$ cat config.mk
export PLATFORM = sky130hd
export DESIGN_NAME = stopwatch_seg_scan_flat
export DESIGN_NICKNAME = d
export VERILOG_FILES = /design/src/rtl/stopwatch_pkg.sv /design/src/rtl/stopwatch_seg_scan_if.sv /design/src/rtl/bcd_to_seg.sv /design/src/rtl/stopwatch_seg_scan.sv /design/src/flat_wrapper.sv
export SDC_FILE = /design/constraint.sdc
export NUM_CORES = 1
export LEC_CHECK = 0
export BUFFER_PORTS_ARGS = -buffer_cell sky130_fd_sc_hd__buf_2
export CORE_UTILIZATION = 52
export DETAILED_ROUTE_END_ITERATION = 8
export PLACE_DENSITY_LB_ADDON = 0.25
export SYNTH_ARGS = -nofsm -noshare
export SYNTH_HDL_FRONTEND = slang
export SYNTH_SLANG_ARGS = --single-unit
$ cat constraint.sdc
create_clock -name CLK -period 2.09 [get_ports CLK]
set_input_delay 0.418 -clock CLK [delete_from_list [all_inputs] [get_ports CLK]]
set_output_delay 0.418 -clock CLK [all_outputs]
set_load 0.01 [all_outputs]
$ cat src/rtl/stopwatch_pkg.sv
// Shared constants for the stopwatch display path: BCD width, segment patterns
// (active-high, {g,f,e,d,c,b,a}) and the blink phase type.
package stopwatch_pkg;

  localparam int unsigned BCD_W = 4;
  localparam int unsigned SEG_W = 7;

  localparam logic [SEG_W-1:0] SEG_0     = 7'h3F;
  localparam logic [SEG_W-1:0] SEG_1     = 7'h06;
  localparam logic [SEG_W-1:0] SEG_2     = 7'h5B;
  localparam logic [SEG_W-1:0] SEG_3     = 7'h4F;
  localparam logic [SEG_W-1:0] SEG_4     = 7'h66;
  localparam logic [SEG_W-1:0] SEG_5     = 7'h6D;
  localparam logic [SEG_W-1:0] SEG_6     = 7'h7D;
  localparam logic [SEG_W-1:0] SEG_7     = 7'h07;
  localparam logic [SEG_W-1:0] SEG_8     = 7'h7F;
  localparam logic [SEG_W-1:0] SEG_9     = 7'h6F;
  localparam logic [SEG_W-1:0] SEG_DASH  = 7'h40;
  localparam logic [SEG_W-1:0] SEG_BLANK = 7'h00;

  typedef enum logic {
    PHASE_OFF = 1'b0,
    PHASE_ON  = 1'b1
  } blink_phase_e;

endpackage

$ cat src/rtl/stopwatch_seg_scan_if.sv
// Display-driver bus: BCD digit/dp requests in, multiplexed anode/segment drive out.
interface stopwatch_seg_scan_if #(
  parameter int unsigned NUM_DIGITS = 4
);
  import stopwatch_pkg::*;

  logic [BCD_W*NUM_DIGITS-1:0] digits_i;
  logic [NUM_DIGITS-1:0]       dp_i;
  logic                        blank_lz_i;
  logic                        blink_i;
  logic [NUM_DIGITS-1:0]       an_o;
  logic [SEG_W-1:0]            seg_o;
  logic                        dp_o;
  logic                        frame_o;

  modport master (
    output digits_i, dp_i, blank_lz_i, blink_i,
    input  an_o, seg_o, dp_o, frame_o
  );

  modport slave (
    input  digits_i, dp_i, blank_lz_i, blink_i,
    output an_o, seg_o, dp_o, frame_o
  );

endinterface

$ cat src/rtl/bcd_to_seg.sv
// BCD code to active-high seven-segment pattern; codes A-F show a dash.
module bcd_to_seg
  import stopwatch_pkg::*;
(
  input  logic [BCD_W-1:0] code,
  output logic [SEG_W-1:0] seg_c
);

  always_comb begin
    seg_c = SEG_DASH;
    case (code)
      4'd0:    seg_c = SEG_0;
      4'd1:    seg_c = SEG_1;
      4'd2:    seg_c = SEG_2;
      4'd3:    seg_c = SEG_3;
      4'd4:    seg_c = SEG_4;
      4'd5:    seg_c = SEG_5;
      4'd6:    seg_c = SEG_6;
      4'd7:    seg_c = SEG_7;
      4'd8:    seg_c = SEG_8;
      4'd9:    seg_c = SEG_9;
      default: seg_c = SEG_DASH;
    endcase
  end

endmodule

$ cat src/rtl/stopwatch_seg_scan.sv
// Time-multiplexed seven-segment scanner with per-frame digit snapshot,
// leading-zero blanking, decimal points and paused-display blink.
module stopwatch_seg_scan
  import stopwatch_pkg::*;
#(
  parameter int unsigned NUM_DIGITS     = 4,
  parameter int unsigned SCAN_DIV       = 50000,
  parameter int unsigned GUARD          = 2,
  parameter int unsigned BLINK_FRAMES   = 32,
  parameter int unsigned SEG_ACTIVE_LOW = 1,
  parameter int unsigned AN_ACTIVE_LOW  = 1
) (
  input  logic                 CLK,
  input  logic                 CLR,
  stopwatch_seg_scan_if.slave  bus
);

  localparam int unsigned PW = (SCAN_DIV > 1) ? $clog2(SCAN_DIV) : 1;
  localparam int unsigned IW = $clog2(NUM_DIGITS);
  localparam int unsigned BW = (BLINK_FRAMES > 1) ? $clog2(BLINK_FRAMES) : 1;

  // XOR masks that convert active-high internal values to the pin polarity
  localparam logic [NUM_DIGITS-1:0] AN_OFF  = (AN_ACTIVE_LOW != 0) ? '1 : '0;
  localparam logic [SEG_W-1:0]      SEG_OFF = (SEG_ACTIVE_LOW != 0) ? '1 : '0;
  localparam logic                  DP_OFF  = (SEG_ACTIVE_LOW != 0);

  logic [PW-1:0]                    presc_q;
  logic [IW-1:0]                    idx_q;
  logic [NUM_DIGITS-1:0][BCD_W-1:0] snap_digit_q;
  logic [NUM_DIGITS-1:0]            snap_dp_q;
  logic                             started_q;
  logic [BW-1:0]                    blink_cnt_q;
  blink_phase_e                     phase_q;

  logic [NUM_DIGITS-1:0]            an_q;
  logic [SEG_W-1:0]                 seg_q;
  logic                             dp_q;
  logic                             frame_q;

  logic                             slot_tick_c;
  logic                             frame_tick_c;
  logic [NUM_DIGITS-1:0]            blank_c;
  logic [BCD_W-1:0]                 cur_digit_c;
  logic [SEG_W-1:0]                 seg_pat_c;
  logic                             show_c;
  logic [NUM_DIGITS-1:0]            an_next_c;

  assign slot_tick_c  = (presc_q == PW'(SCAN_DIV - 1));
  assign frame_tick_c = slot_tick_c && (idx_q == IW'(NUM_DIGITS - 1));

  // Slot prescaler and digit index; the first wrap to digit 0 starts the display
  always_ff @(posedge CLK or posedge CLR) begin
    if (CLR) begin
      presc_q   <= '0;
      idx_q     <= IW'(NUM_DIGITS - 1);
      started_q <= 1'b0;
    end else begin
      presc_q <= slot_tick_c ? '0 : presc_q + PW'(1);
      if (slot_tick_c) begin
        idx_q <= frame_tick_c ? '0 : idx_q + IW'(1);
      end
      if (frame_tick_c) begin
        started_q <= 1'b1;
      end
    end
  end

  // Frame snapshot keeps a mid-frame rollover from tearing the display
  always_ff @(posedge CLK or posedge CLR) begin
    if (CLR) begin
      snap_digit_q <= '0;
      snap_dp_q    <= '0;
    end else if (frame_tick_c) begin
      snap_digit_q <= bus.digits_i;
      snap_dp_q    <= bus.dp_i;
    end
  end

  // Blink phase toggles every BLINK_FRAMES frames while blink_i is held high
  always_ff @(posedge CLK or posedge CLR) begin
    if (CLR) begin
      blink_cnt_q <= '0;
      phase_q     <= PHASE_ON;
    end else if (!bus.blink_i) begin
      blink_cnt_q <= '0;
      phase_q     <= PHASE_ON;
    end else if (frame_tick_c) begin
      if (blink_cnt_q == BW'(BLINK_FRAMES - 1)) begin
        blink_cnt_q <= '0;
        phase_q     <= (phase_q == PHASE_ON) ? PHASE_OFF : PHASE_ON;
      end else begin
        blink_cnt_q <= blink_cnt_q + BW'(1);
      end
    end
  end

  // Digit k is blanked when it and every more-significant digit are zero
  always_comb begin
    logic zero_run;
    zero_run = 1'b1;
    blank_c  = '0;
    for (int k = NUM_DIGITS - 1; k >= 0; k--) begin
      zero_run = zero_run && (snap_digit_q[k] == '0);
      if (k != 0) begin
        blank_c[k] = bus.blank_lz_i && zero_run;
      end
    end
  end

  assign cur_digit_c = snap_digit_q[idx_q];

  bcd_to_seg u_bcd_to_seg (
    .code  (cur_digit_c),
    .seg_c (seg_pat_c)
  );

  // Live blink_i overrides the phase so a resumed display appears at once
  assign show_c = started_q
               && (presc_q >= PW'(GUARD))
               && !blank_c[idx_q]
               && ((phase_q == PHASE_ON) || !bus.blink_i);

  assign an_next_c = show_c ? (NUM_DIGITS'(1) << idx_q) : '0;

  always_ff @(posedge CLK or posedge CLR) begin
    if (CLR) begin
      an_q    <= AN_OFF;
      seg_q   <= SEG_OFF;
      dp_q    <= DP_OFF;
      frame_q <= 1'b0;
    end else begin
      an_q    <= an_next_c ^ AN_OFF;
      seg_q   <= seg_pat_c ^ SEG_OFF;
      dp_q    <= (show_c && snap_dp_q[idx_q]) ^ DP_OFF;
      frame_q <= frame_tick_c;
    end
  end

  assign bus.an_o    = an_q;
  assign bus.seg_o   = seg_q;
  assign bus.dp_o    = dp_q;
  assign bus.frame_o = frame_q;

endmodule

$ cat src/flat_wrapper.sv
// flat-port wrapper written by rule: the top's interface ports become plain ports
module stopwatch_seg_scan_flat import stopwatch_pkg::*;
#(
  parameter int unsigned NUM_DIGITS     = 4,
  parameter int unsigned SCAN_DIV       = 50000,
  parameter int unsigned GUARD          = 2,
  parameter int unsigned BLINK_FRAMES   = 32,
  parameter int unsigned SEG_ACTIVE_LOW = 1,
  parameter int unsigned AN_ACTIVE_LOW  = 1
)
  (CLK, CLR, bus_digits_i, bus_dp_i, bus_blank_lz_i, bus_blink_i, bus_an_o, bus_seg_o, bus_dp_o, bus_frame_o);
  stopwatch_seg_scan_if #(.NUM_DIGITS(NUM_DIGITS)) bus_i ();
  input  logic CLK;
  input  logic CLR;
  input wire logic [$bits(bus_i.digits_i)-1:0] bus_digits_i;
  input wire logic [$bits(bus_i.dp_i)-1:0] bus_dp_i;
  input wire logic [$bits(bus_i.blank_lz_i)-1:0] bus_blank_lz_i;
  input wire logic [$bits(bus_i.blink_i)-1:0] bus_blink_i;
  output wire logic [$bits(bus_i.an_o)-1:0] bus_an_o;
  output wire logic [$bits(bus_i.seg_o)-1:0] bus_seg_o;
  output wire logic [$bits(bus_i.dp_o)-1:0] bus_dp_o;
  output wire logic [$bits(bus_i.frame_o)-1:0] bus_frame_o;
  assign bus_i.digits_i = bus_digits_i;
  assign bus_i.dp_i = bus_dp_i;
  assign bus_i.blank_lz_i = bus_blank_lz_i;
  assign bus_i.blink_i = bus_blink_i;
  assign bus_an_o = bus_i.an_o;
  assign bus_seg_o = bus_i.seg_o;
  assign bus_dp_o = bus_i.dp_o;
  assign bus_frame_o = bus_i.frame_o;
  stopwatch_seg_scan #(.NUM_DIGITS(NUM_DIGITS), .SCAN_DIV(SCAN_DIV), .GUARD(GUARD), .BLINK_FRAMES(BLINK_FRAMES), .SEG_ACTIVE_LOW(SEG_ACTIVE_LOW), .AN_ACTIVE_LOW(AN_ACTIVE_LOW)) u_core (.CLK(CLK), .CLR(CLR), .bus(bus_i));
endmodule
==> impl_metrics.csv, run 1 <==
group,metric,value,unit
sta,maxSlewViolCount,0,
detailed_routing,drt_iter0_drc,92,
sta,fmax,472,MHz
detailed_routing,drt-pass1-iter-count,4,
critical_path,startpoint,"u_core.idx_q[0]",
global_routing,grt_start_max_net_pins,46,
detailed_routing,vias,2220,
critical_path,path_buf_inv,3,
floorplan,fp.dieArea,5750,um2
detailed_routing,wl_met2,2.63,mm
logic_synthesis,synth-main-ff-cell,"dfrtp_1",
critical_path,crit_path_end,"u_core.snap_digit_q[13]",
critical_path,r2r_start,"u_core.idx_q[0]",
placement,gp_congestion,0.836,
clock_tree,h-tree-depth,3,
sta,clock_skew,6.44,ps
min_path,hold_class,"in -> async",
detailed_routing,maxUsedRoutingLayer,"met4",
logic_synthesis,synth_fp_nets,317,
pwr,p_per_area,583,nW/um2
detailed_routing,wirelength,5.72,mm
final_layout,finalInstanceArea,3530,um2
job,cap_viol_max_count,0,
sta,fin_crit_sh,101,%
sta,setup_viol,11,
clock_tree,clk_pin_slew,60,ps
sta,worst_slack,-30.2,ps
final_layout,layout.nets,379,
critical_path,ff2ff_path_depth,8,
sta,hold_violations,0,
critical_path,required,2370,ps
logic_synthesis,ys_types,42,
logic_synthesis,ys_seq_area_share,51.9,%
detailed_routing,avgViaCountPerCell,5.34,
logic_synthesis,async_reset_ff_share,100,%
detailed_routing,routedWlPerCell,13.7,um
critical_path,crit_path_start_kind,"flip-flop",
global_routing,grt_usage,21.8,%
pwr,p_leak,1.57,nW
logic_synthesis,yosys_warnings,0,
detailed_routing,wl_met1,2.71,mm
clock_tree,cts_sinks,58,
outcome,status,"finished with violations",
global_routing,grt_pass1_wl,8.87,mm
global_routing,overflow,0,
floorplan,fp.dieW,75.8,um
logic_synthesis,netlist_area,2830,um2
clock_tree,cts_tree,"built",
critical_path,cp.depth,8,
critical_path,critPathKind,"reg -> reg",
placement,dp_slack,-69.2,ps
final_layout,fill_cells,382,
critical_path,reg2reg_to,"u_core.snap_digit_q[13]",
clock_tree,cts_buffers,9,
clock_tree,clock_latency,340,ps
floorplan,placementRows,26,
placement,hpwl,4.00,mm
final_layout,antennaDiodeCount,0,
floorplan,die_h,75.8,um
global_routing,grt_pass1_vias,1980,
critical_path,cpLargestDelayFamily,"simple AND/OR/NAND/NOR gates",
placement,postPlaceCellArea,3240,um2
critical_path,rrSetupSlack,-30,ps
sta,worst_pin_slew,486,ps
logic_synthesis,synth_edf_count,0,
final_layout,mostFrequentLayoutCell,"nand2_1",
pwr,irDropWorstVdd,0.437,mV
final_layout,drive_gt1_share,35.8,%
clock_tree,cts_root_buf,"clkbuf_8",
sta,maxSlewHeadroom,67.2,%
sta,tns,-157,ps
detailed_routing,route.detailed.drc,0,
sta,rsz0062_at_grt,"yes",
logic_synthesis,ys_ff_latch,58,
logic_synthesis,avgSynthCellArea,10.2,um2
sta,fin_crit,2120,ps
floorplan,io_pins,37,
clock_tree,cts_buffer_depth,2,
placement,port_buffers,36,
critical_path,crit_path_end_kind,"flip-flop",
critical_path,crit_slowest_cell,"dfstp_2",
final_layout,final_cell_mix,"59 x nand2_1, 43 x dfrtp_1, 36 x buf_2",
critical_path,crit_chain,"ha_4 > or4b_4 > buf_6 > nor4_4 > buf_4 > buf_6 > nand2_1 > nand2_1",
logic_synthesis,synthCells,279,
final_layout,synthToLayoutAreaGrowth,24.7,%
critical_path,cp_max_fo,5,
outcome,violations,"setup timing",
floorplan,core_area,5170,um2
detailed_routing,final_antenna_net_count,0,
critical_path,crit_arrival,2400,ps
global_routing,grt_antenna_before_repair,0,
detailed_routing,wl_met3,258,um
critical_path,slowest_delay,560,ps
floorplan,initial_core_util,54.8,%
synthesized netlist by cell type, types with 2 or more instances:
library cell / count / area (um2)
or4_1: 4 / 30.0
clkbuf_1: 4 / 15.0
mux4_2: 5 / 113
inv_1: 11 / 41.3
nand2_1: 72 / 270
xor2_1: 4 / 35.0
xnor2_1: 9 / 78.8
nand4_1: 12 / 75.1
a21boi_0: 2 / 15.0
nand3b_1: 2 / 15.0
and3_1: 2 / 12.5
dfstp_2: 15 / 394
nor2_1: 15 / 56.3
nand2b_1: 3 / 18.8
dfrtp_1: 43 / 1080
buf_2: 4 / 20.0
nand3_1: 7 / 35.0
a21oi_1: 9 / 45.0
ha_1: 14 / 175
o21ai_0: 5 / 25.0
nor4_1: 7 / 43.8
a31o_2: 2 / 17.5
o311ai_0: 2 / 17.5
o211ai_1: 2 / 15.0
nor3_1: 7 / 35.0
cell families (layout without fill, tap and decap cells):
| kind of cell | count (synthesis) | after routing | synth area share [%] |
|---|---|---|---|
| compound gates | 27 | 27 | 6.54 |
| xor+xnor | 13 | 13 | 4.02 |
| fa+ha+maj | 14 | 14 | 6.18 |
| buf+inv | 21 | 88 | 3.36 |
| flops | 58 | 58 | 51.9 |
| mux | 7 | 7 | 4.77 |
| simple gates | 139 | 139 | 23.2 |
routing by layer:
| metal | global-route usage [%] | vias to the layer above |
|---|---|---|
| met5 | 0 | - |
| met4 | 10.3 | 0 |
| met3 | 6.75 | 12 |
| met2 | 32.1 | 52 |
| met1 | 29.4 | 1067 |
| li1 | - | 1089 |
flip-flops by register name, indices dropped and copies added, names as in the netlist:
signal               flops
u_core.presc_q          16
u_core.snap_digit_q     16
u_core.bus.seg_o         7
u_core.blink_cnt_q       5
u_core.bus.an_o          4
u_core.snap_dp_q         4
u_core.idx_q             2
u_core.bus.dp_o          1
u_core.bus.frame_o       1
u_core.phase_q           1
u_core.started_q         1
stage by stage:
| step | power [mW] | instances | util [%] | hold WS [ps] |
|---|---|---|---|---|
| 2_1_floorplan | 1.16 | 279 | - | 425 |
| 3_3_place_gp | 1.20 | 396 | 62.6 | 386 |
| 3_5_place_dp | 1.20 | 396 | 62.6 | 392 |
| 4_1_cts | 2.07 | 412 | 66.2 | 27.4 |
| 5_1_grt | 2.13 | 416 | 68.3 | 51.8 |
| 6_report | 2.06 | 416 | 68.3 | 22.5 |
timing repair:
action / 4_1_cts / 5_1_grt
setup endpoints to repair: 23 / 39
pin swaps: 0 / 14
cloned: 0 / 2
resized for setup: 5 / 31
buffers inserted: 0 / 2
hold buffers: 0 / 0
worst min path at each step:
stage                                start                    end
after floorplan           u_core.started_q       u_core.started_q
after global placement                 CLR  u_core.blink_cnt_q[2]
after detailed placement               CLR  u_core.blink_cnt_q[2]
after CTS                              CLR  u_core.blink_cnt_q[2]
after global routing                   CLR  u_core.blink_cnt_q[2]
final                                  CLR  u_core.blink_cnt_q[0]
report_power, final:
group	leakage [nW]	internal, mW	total, mW	switching [mW]
clock network	0.0872	0.457	0.883	0.426
registers	0.639	1.12	1.12	0.000000000000000202
logic	0.840	0.0207	0.0507	0.0300
total	1.57	1.60	2.06	0.456
worst reg2reg max path, stage by stage (launching register included):
cell and delay [ps]:
dfstp_2 560, ha_4 130, or4b_4 460, buf_6 140, nor4_4 350, buf_4 190
buf_6 120, nand2_1 60, nand2_1 70
area by class of cell:
class / instances / area, um2 / area share [%]
sequential: 58 / 1470 / 41.6
multi-input combinational: 200 / 1360 / 38.4
timing repair buffer: 61 / 412 / 11.7
clock buffer: 13 / 149 / 4.22
tap: 70 / 87.6 / 2.48
inverter: 11 / 41.3 / 1.17
clock inverter: 3 / 15.0 / 0.425
Power figures use the tool's default switching activity.
==> inputs of run 2 (changes only) <==
--- a/config.mk
+++ b/config.mk
@@ -5,9 +5,9 @@
 export SDC_FILE = /design/constraint.sdc
 export NUM_CORES = 1
 export LEC_CHECK = 0
-export BUFFER_PORTS_ARGS = -buffer_cell sky130_fd_sc_hd__buf_2
-export CORE_UTILIZATION = 52
+export CORE_UTILIZATION = 67
 export DETAILED_ROUTE_END_ITERATION = 8
+export DONT_BUFFER_PORTS = 1
 export PLACE_DENSITY_LB_ADDON = 0.25
 export SYNTH_ARGS = -nofsm -noshare
 export SYNTH_HDL_FRONTEND = slang
==> constraint.sdc (replaced) <==
create_clock -name CLK -period 2.63 [get_ports CLK]
set_input_delay 0.526 -clock CLK [delete_from_list [all_inputs] [get_ports CLK]]
set_output_delay 0.526 -clock CLK [all_outputs]
set_load 0.01 [all_outputs]
==> run 2 against run 1 <==
- the run now ends clean
- sequential cell count did not move
- largest cell class unchanged
- non-clock buffer count fell by 54
- fmax fell by 8.9%
- via count fell by 8.8%
==> impl_metrics.csv, run 2 (same netlist as run 1, synthesis figures left out) <==
group,metric,value,unit
critical_path,crit_path_end_kind,"flip-flop",
global_routing,overflow,0,
clock_tree,cts_buffers,9,
pwr,p_per_area,521,nW/um2
final_layout,synthToLayoutAreaGrowth,8.17,%
final_layout,post-route-util,76.1,%
critical_path,required,2900,ps
floorplan,core_area,4030,um2
final_layout,final_cell_mix,"72 x nand2_1, 43 x dfrtp_1, 15 x nor2_1, 15 x dfstp_2, 14 x ha_1",
critical_path,crit_path_start_kind,"flip-flop",
clock_tree,cts.repair.resized,0,
final_layout,antennaDiodeCount,0,
detailed_routing,wirelength,5.17,mm
floorplan,fp.dieW,67.0,um
floorplan,die_h,67.0,um
clock_tree,cts_sinks,58,
sta,fmax,429,MHz
detailed_routing,route.detailed.drc,0,
sta,setup_viol,0,
detailed_routing,vias,2025,
global_routing,grt_usage,26.8,%
global_routing,grt_pass1_wl,8.67,mm
floorplan,placementRows,23,
sta,rsz0062_at_grt,"no",
job,cap_viol_max_count,0,
placement,gp_congestion,0.827,
global_routing,grt_start_max_net_pins,59,
critical_path,crit_arrival,2600,ps
sta,tns,0,ps
sta,hold_violations,0,
floorplan,fp.dieArea,4490,um2
clock_tree,post-cts-setup-buffers,0,
pwr,p_leak,1.31,nW
critical_path,critPathKind,"reg -> reg",
sta,clock_skew,5.92,ps
clock_tree,cts_tree,"built",
pwr,irDropWorstVdd,0.386,mV
detailed_routing,routedWlPerCell,15.1,um
final_layout,mostFrequentLayoutCell,"nand2_1",
clock_tree,cts_root_buf,"clkbuf_8",
detailed_routing,final_antenna_net_count,0,
sta,fin_crit_sh,88.5,%
final_layout,layout.nets,325,
final_layout,drive_gt1_share,16.8,%
placement,hpwl,3.67,mm
clock_tree,ctsHoldBuffers,0,
detailed_routing,drt_iter0_drc,100,
outcome,status,"finished clean",
clock_tree,h-tree-depth,3,
clock_tree,clk_pin_slew,60,ps
clock_tree,cts_buffer_depth,2,
detailed_routing,avgViaCountPerCell,5.92,
critical_path,cp_max_fo,9,
sta,maxSlewViolCount,0,
detailed_routing,drt-pass1-iter-count,4,
sta,fin_crit,2330,ps
sta,maxSlewHeadroom,53.9,%
global_routing,grt_antenna_before_repair,0,
floorplan,initial_core_util,70.3,%
clock_tree,clock_latency,330,ps
min_path,hold_class,"in -> reg",
floorplan,io_pins,37,
placement,port_buffers,0,
global_routing,grt_pass1_vias,1932,
sta,worst_pin_slew,691,ps
-- run 2: changes by cell type in the layout (fill, tap and decap cells not counted), moves of 2 or more --
cell	previous run	this run
buf_2	36	0
nand2_1	59	72
nand2_2	13	0
buf_4	18	7
buf_6	5	0
a21boi_0	0	2
a21boi_2	2	0
buf_12	2	0
nor4_1	4	6
-- run 2: worst paths after layout --
check,start,to,slack (ps),cells past startpoint
worst max-delay path,u_core.idx_q[0],u_core.blink_cnt_q[0],300,5
worst min-delay path,bus_blink_i,u_core.phase_q,270,1
worst max register to register,u_core.idx_q[0],u_core.blink_cnt_q[0],300,5
worst min register to register,u_core.snap_dp_q[0],u_core.snap_dp_q[0],470,2
max in group asynchronous,CLR,u_core.snap_digit_q[4],1890,2
min in group asynchronous,CLR,u_core.snap_digit_q[3],280,2
-- run 2: cell type report --
cell class / count / area, um2
Tap cell: 50 / 62.6
Clock inverter: 3 / 15.0
Multi-Input combinational cell: 200 / 1270
Fill cell: 254 / 965
Timing Repair Buffer: 7 / 52.6
Inverter: 11 / 41.3
Clock buffer: 13 / 149
Sequential cell: 58 / 1470
-- run 2: power by group --
part | switching (mW) | total, mW | internal (mW)
registers | 0.000000000000000142 | 0.894 | 0.894
clock network | 0.321 | 0.684 | 0.363
logic | 0.0165 | 0.0188 | 0.00239
-- run 2: metal layers --
layer  up-vias  share of wire [%]  GRT usage (%)
li1        975                  -              -
met1       983                 47           35.6
met2        62                 48           41.0
met3         5                4.7           6.34
met4         0               0.89           13.0
met5         -                  0              0
-- run 2: critical path, cell delays in order, from the launching register on --
cell and delay (ps):
dfstp_2 530, ha_1 200, or4b_1 490, or4_4 580, nor4b_1 320, a31o_2 150
-- run 2: metrics by stage --
| step | power, mW | setup slack, ps | hold WS, ps | std cells | cell area (um2) |
|---|---|---|---|---|---|
| after floorplan | 0.925 | 456 | 425 | 279 | 2830 |
| after global placement | 0.929 | 406 | 444 | 326 | 2900 |
| after detailed placement | 0.929 | 310 | 456 | 326 | 2900 |
| after CTS | 1.61 | 292 | 257 | 342 | 3060 |
| after global routing | 1.66 | 220 | 282 | 342 | 3060 |
| final | 1.60 | 302 | 266 | 342 | 3060 |
==> inputs of run 3 (changes only) <==
--- a/config.mk
+++ b/config.mk
@@ -5,7 +5,7 @@
 export SDC_FILE = /design/constraint.sdc
 export NUM_CORES = 1
 export LEC_CHECK = 0
-export CORE_UTILIZATION = 67
+export CORE_UTILIZATION = 44
 export DETAILED_ROUTE_END_ITERATION = 8
 export DONT_BUFFER_PORTS = 1
 export PLACE_DENSITY_LB_ADDON = 0.25
==> run 3 against run 2 <==
- fmax rose by 0.82%
- sequential power hardly changed
- largest power group unchanged
- highest routed layer unchanged
- register-to-register slack gained 20 ps
==> impl_metrics.csv, run 3 (same netlist as run 1, synthesis figures left out) <==
group,metric,value,unit
sta,maxSlewHeadroom,36.8,%
floorplan,die_h,82.2,um
detailed_routing,final_antenna_net_count,0,
pwr,swShare,20.8,%
clock_tree,ctsHoldBuffers,0,
global_routing,grt_usage,17.8,%
detailed_routing,routedWlPerCell,14.0,um
floorplan,fp.dieArea,6760,um2
global_routing,grt_use_met1,25.3,%
final_layout,final_cell_mix,"72 x nand2_1, 43 x dfrtp_1, 15 x nor2_1, 15 x dfstp_2, 14 x ha_1",
pwr,p_per_area,530,nW/um2
final_layout,layout.nets,327,
global_routing,use_met3,5.71,%
sta,worst_pin_slew,947,ps
pwr,p_clk_share,44.9,%
global_routing,top_usage_layer,"met1",
critical_path,crit_path_start_kind,"flip-flop",
job,cap_viol_max_count,0,
clock_tree,post-cts-setup-buffers,0,
pwr,switchingPower,0.346,mW
sta,rsz0062_at_grt,"no",
clock_tree,cts_tree,"built",
critical_path,required,2910,ps
global_routing,met2_usage,24.2,%
clock_tree,cts_root_buf,"clkbuf_8",
detailed_routing,vias,1999,
placement,gp_congestion,0.795,
final_layout,antennaDiodeCount,0,
floorplan,placementRows,28,
sta,fin_crit_sh,87.8,%
min_path,hold_class,"in -> reg",
sta,fmax,433,MHz
detailed_routing,drt-pass1-iter-count,4,
critical_path,critPathKind,"reg -> reg",
detailed_routing,avgViaCountPerCell,5.42,
sta,fin_crit,2310,ps
clock_tree,clk_pin_slew,60,ps
global_routing,grt_start_max_net_pins,50,
pwr,p_comb_share,1.2,%
critical_path,crit_arrival,2590,ps
sta,clock_skew,4.21,ps
floorplan,core_area,6060,um2
floorplan,io_pins,37,
sta,setup_viol,0,
clock_tree,cts.repair.resized,0,
outcome,status,"finished clean",
pwr,seqPwrFrac,53.9,%
final_layout,synthToLayoutAreaGrowth,10.5,%
clock_tree,cts_buffer_depth,2,
global_routing,overflow,0,
sta,tns,0,ps
placement,port_buffers,0,
clock_tree,clock_latency,340,ps
global_routing,grt_pass1_vias,1878,
clock_tree,cts_buffers,9,
global_routing,grt_antenna_before_repair,0,
global_routing,grt_pass1_wl,8.85,mm
final_layout,instances_no_fill,369,
floorplan,initial_core_util,46.7,%
sta,maxSlewViolCount,0,
clock_tree,cts_sinks,58,
placement,hpwl,3.78,mm
pwr,p_leak,1.33,nW
sta,hold_violations,0,
critical_path,crit_path_end_kind,"flip-flop",
detailed_routing,drt_iter0_drc,82,
critical_path,cp_max_fo,9,
pwr,irDropWorstVdd,0.291,mV
final_layout,mostFrequentLayoutCell,"nand2_1",
clock_tree,h-tree-depth,3,
pwr,p_int,1.31,mW
detailed_routing,route.detailed.drc,0,
placement,dp_cells,353,
final_layout,drive_gt1_share,17.7,%
final_layout,fill_cells,559,
floorplan,fp.dieW,82.2,um
detailed_routing,wirelength,5.15,mm
run 3: final timing paths:
path	start	end	slack (ps)	cells after the start
max reg2reg	u_core.idx_q[0]	u_core.blink_cnt_q[0]	320	5
min reg2reg	u_core.snap_digit_q[0]	u_core.snap_digit_q[0]	470	2
min in group asynchronous	CLR	u_core.blink_cnt_q[2]	280	1
min	bus_blink_i	u_core.phase_q	250	1
max	u_core.idx_q[0]	u_core.blink_cnt_q[0]	320	5
max in group asynchronous	CLR	u_core.snap_digit_q[4]	1670	2
run 3: worst max-delay path, stage by stage (launching register included):
cell	delay (ps)
dfstp_2	530
ha_1	200
or4b_1	490
or4_4	580
nor4b_1	310
a31o_2	140
run 3: through the flow:
stage / power [mW] / util [%] / hold slack (ps) / setup WS (ps) / instance area, um2
2_1_floorplan: 0.925 / - / 425 / 456 / 2830
3_3_place_gp: 0.930 / 48.6 / 444 / 391 / 2950
3_5_place_dp: 0.931 / 48.6 / 449 / 333 / 2950
4_1_cts: 1.69 / 51.6 / 239 / 319 / 3130
5_1_grt: 1.73 / 51.6 / 234 / 213 / 3130
6_report: 1.66 / 51.6 / 253 / 321 / 3130
run 3: power by group through the flow:
stage	sequential, mW	combinational, mW	clock [mW]
detailed placement	0.909	0.0217	0
CTS	0.894	0.0217	0.770
global route	0.893	0.0244	0.810
floorplan	0.909	0.0161	0
finish	0.894	0.0197	0.746
global placement	0.909	0.0214	0
run 3: area by class of cell:
type	instances	area [um2]	share of cell area, %
clock buffers	14	173	5.52
clock inverters	2	10.0	0.320
inverters	11	41.3	1.32
multi-input cells	200	1270	40.7
flip-flops and latches	58	1470	47.0
well taps	75	93.8	3.00
repair buffers	9	67.6	2.16
run 3: layer usage:
| metal | vias up | routed length (um) |
|---|---|---|
| met5 | - | 0 |
| met4 | 0 | 85 |
| met3 | 10 | 292 |
| met2 | 44 | 2280 |
| met1 | 960 | 2490 |
| li1 | 985 | - |
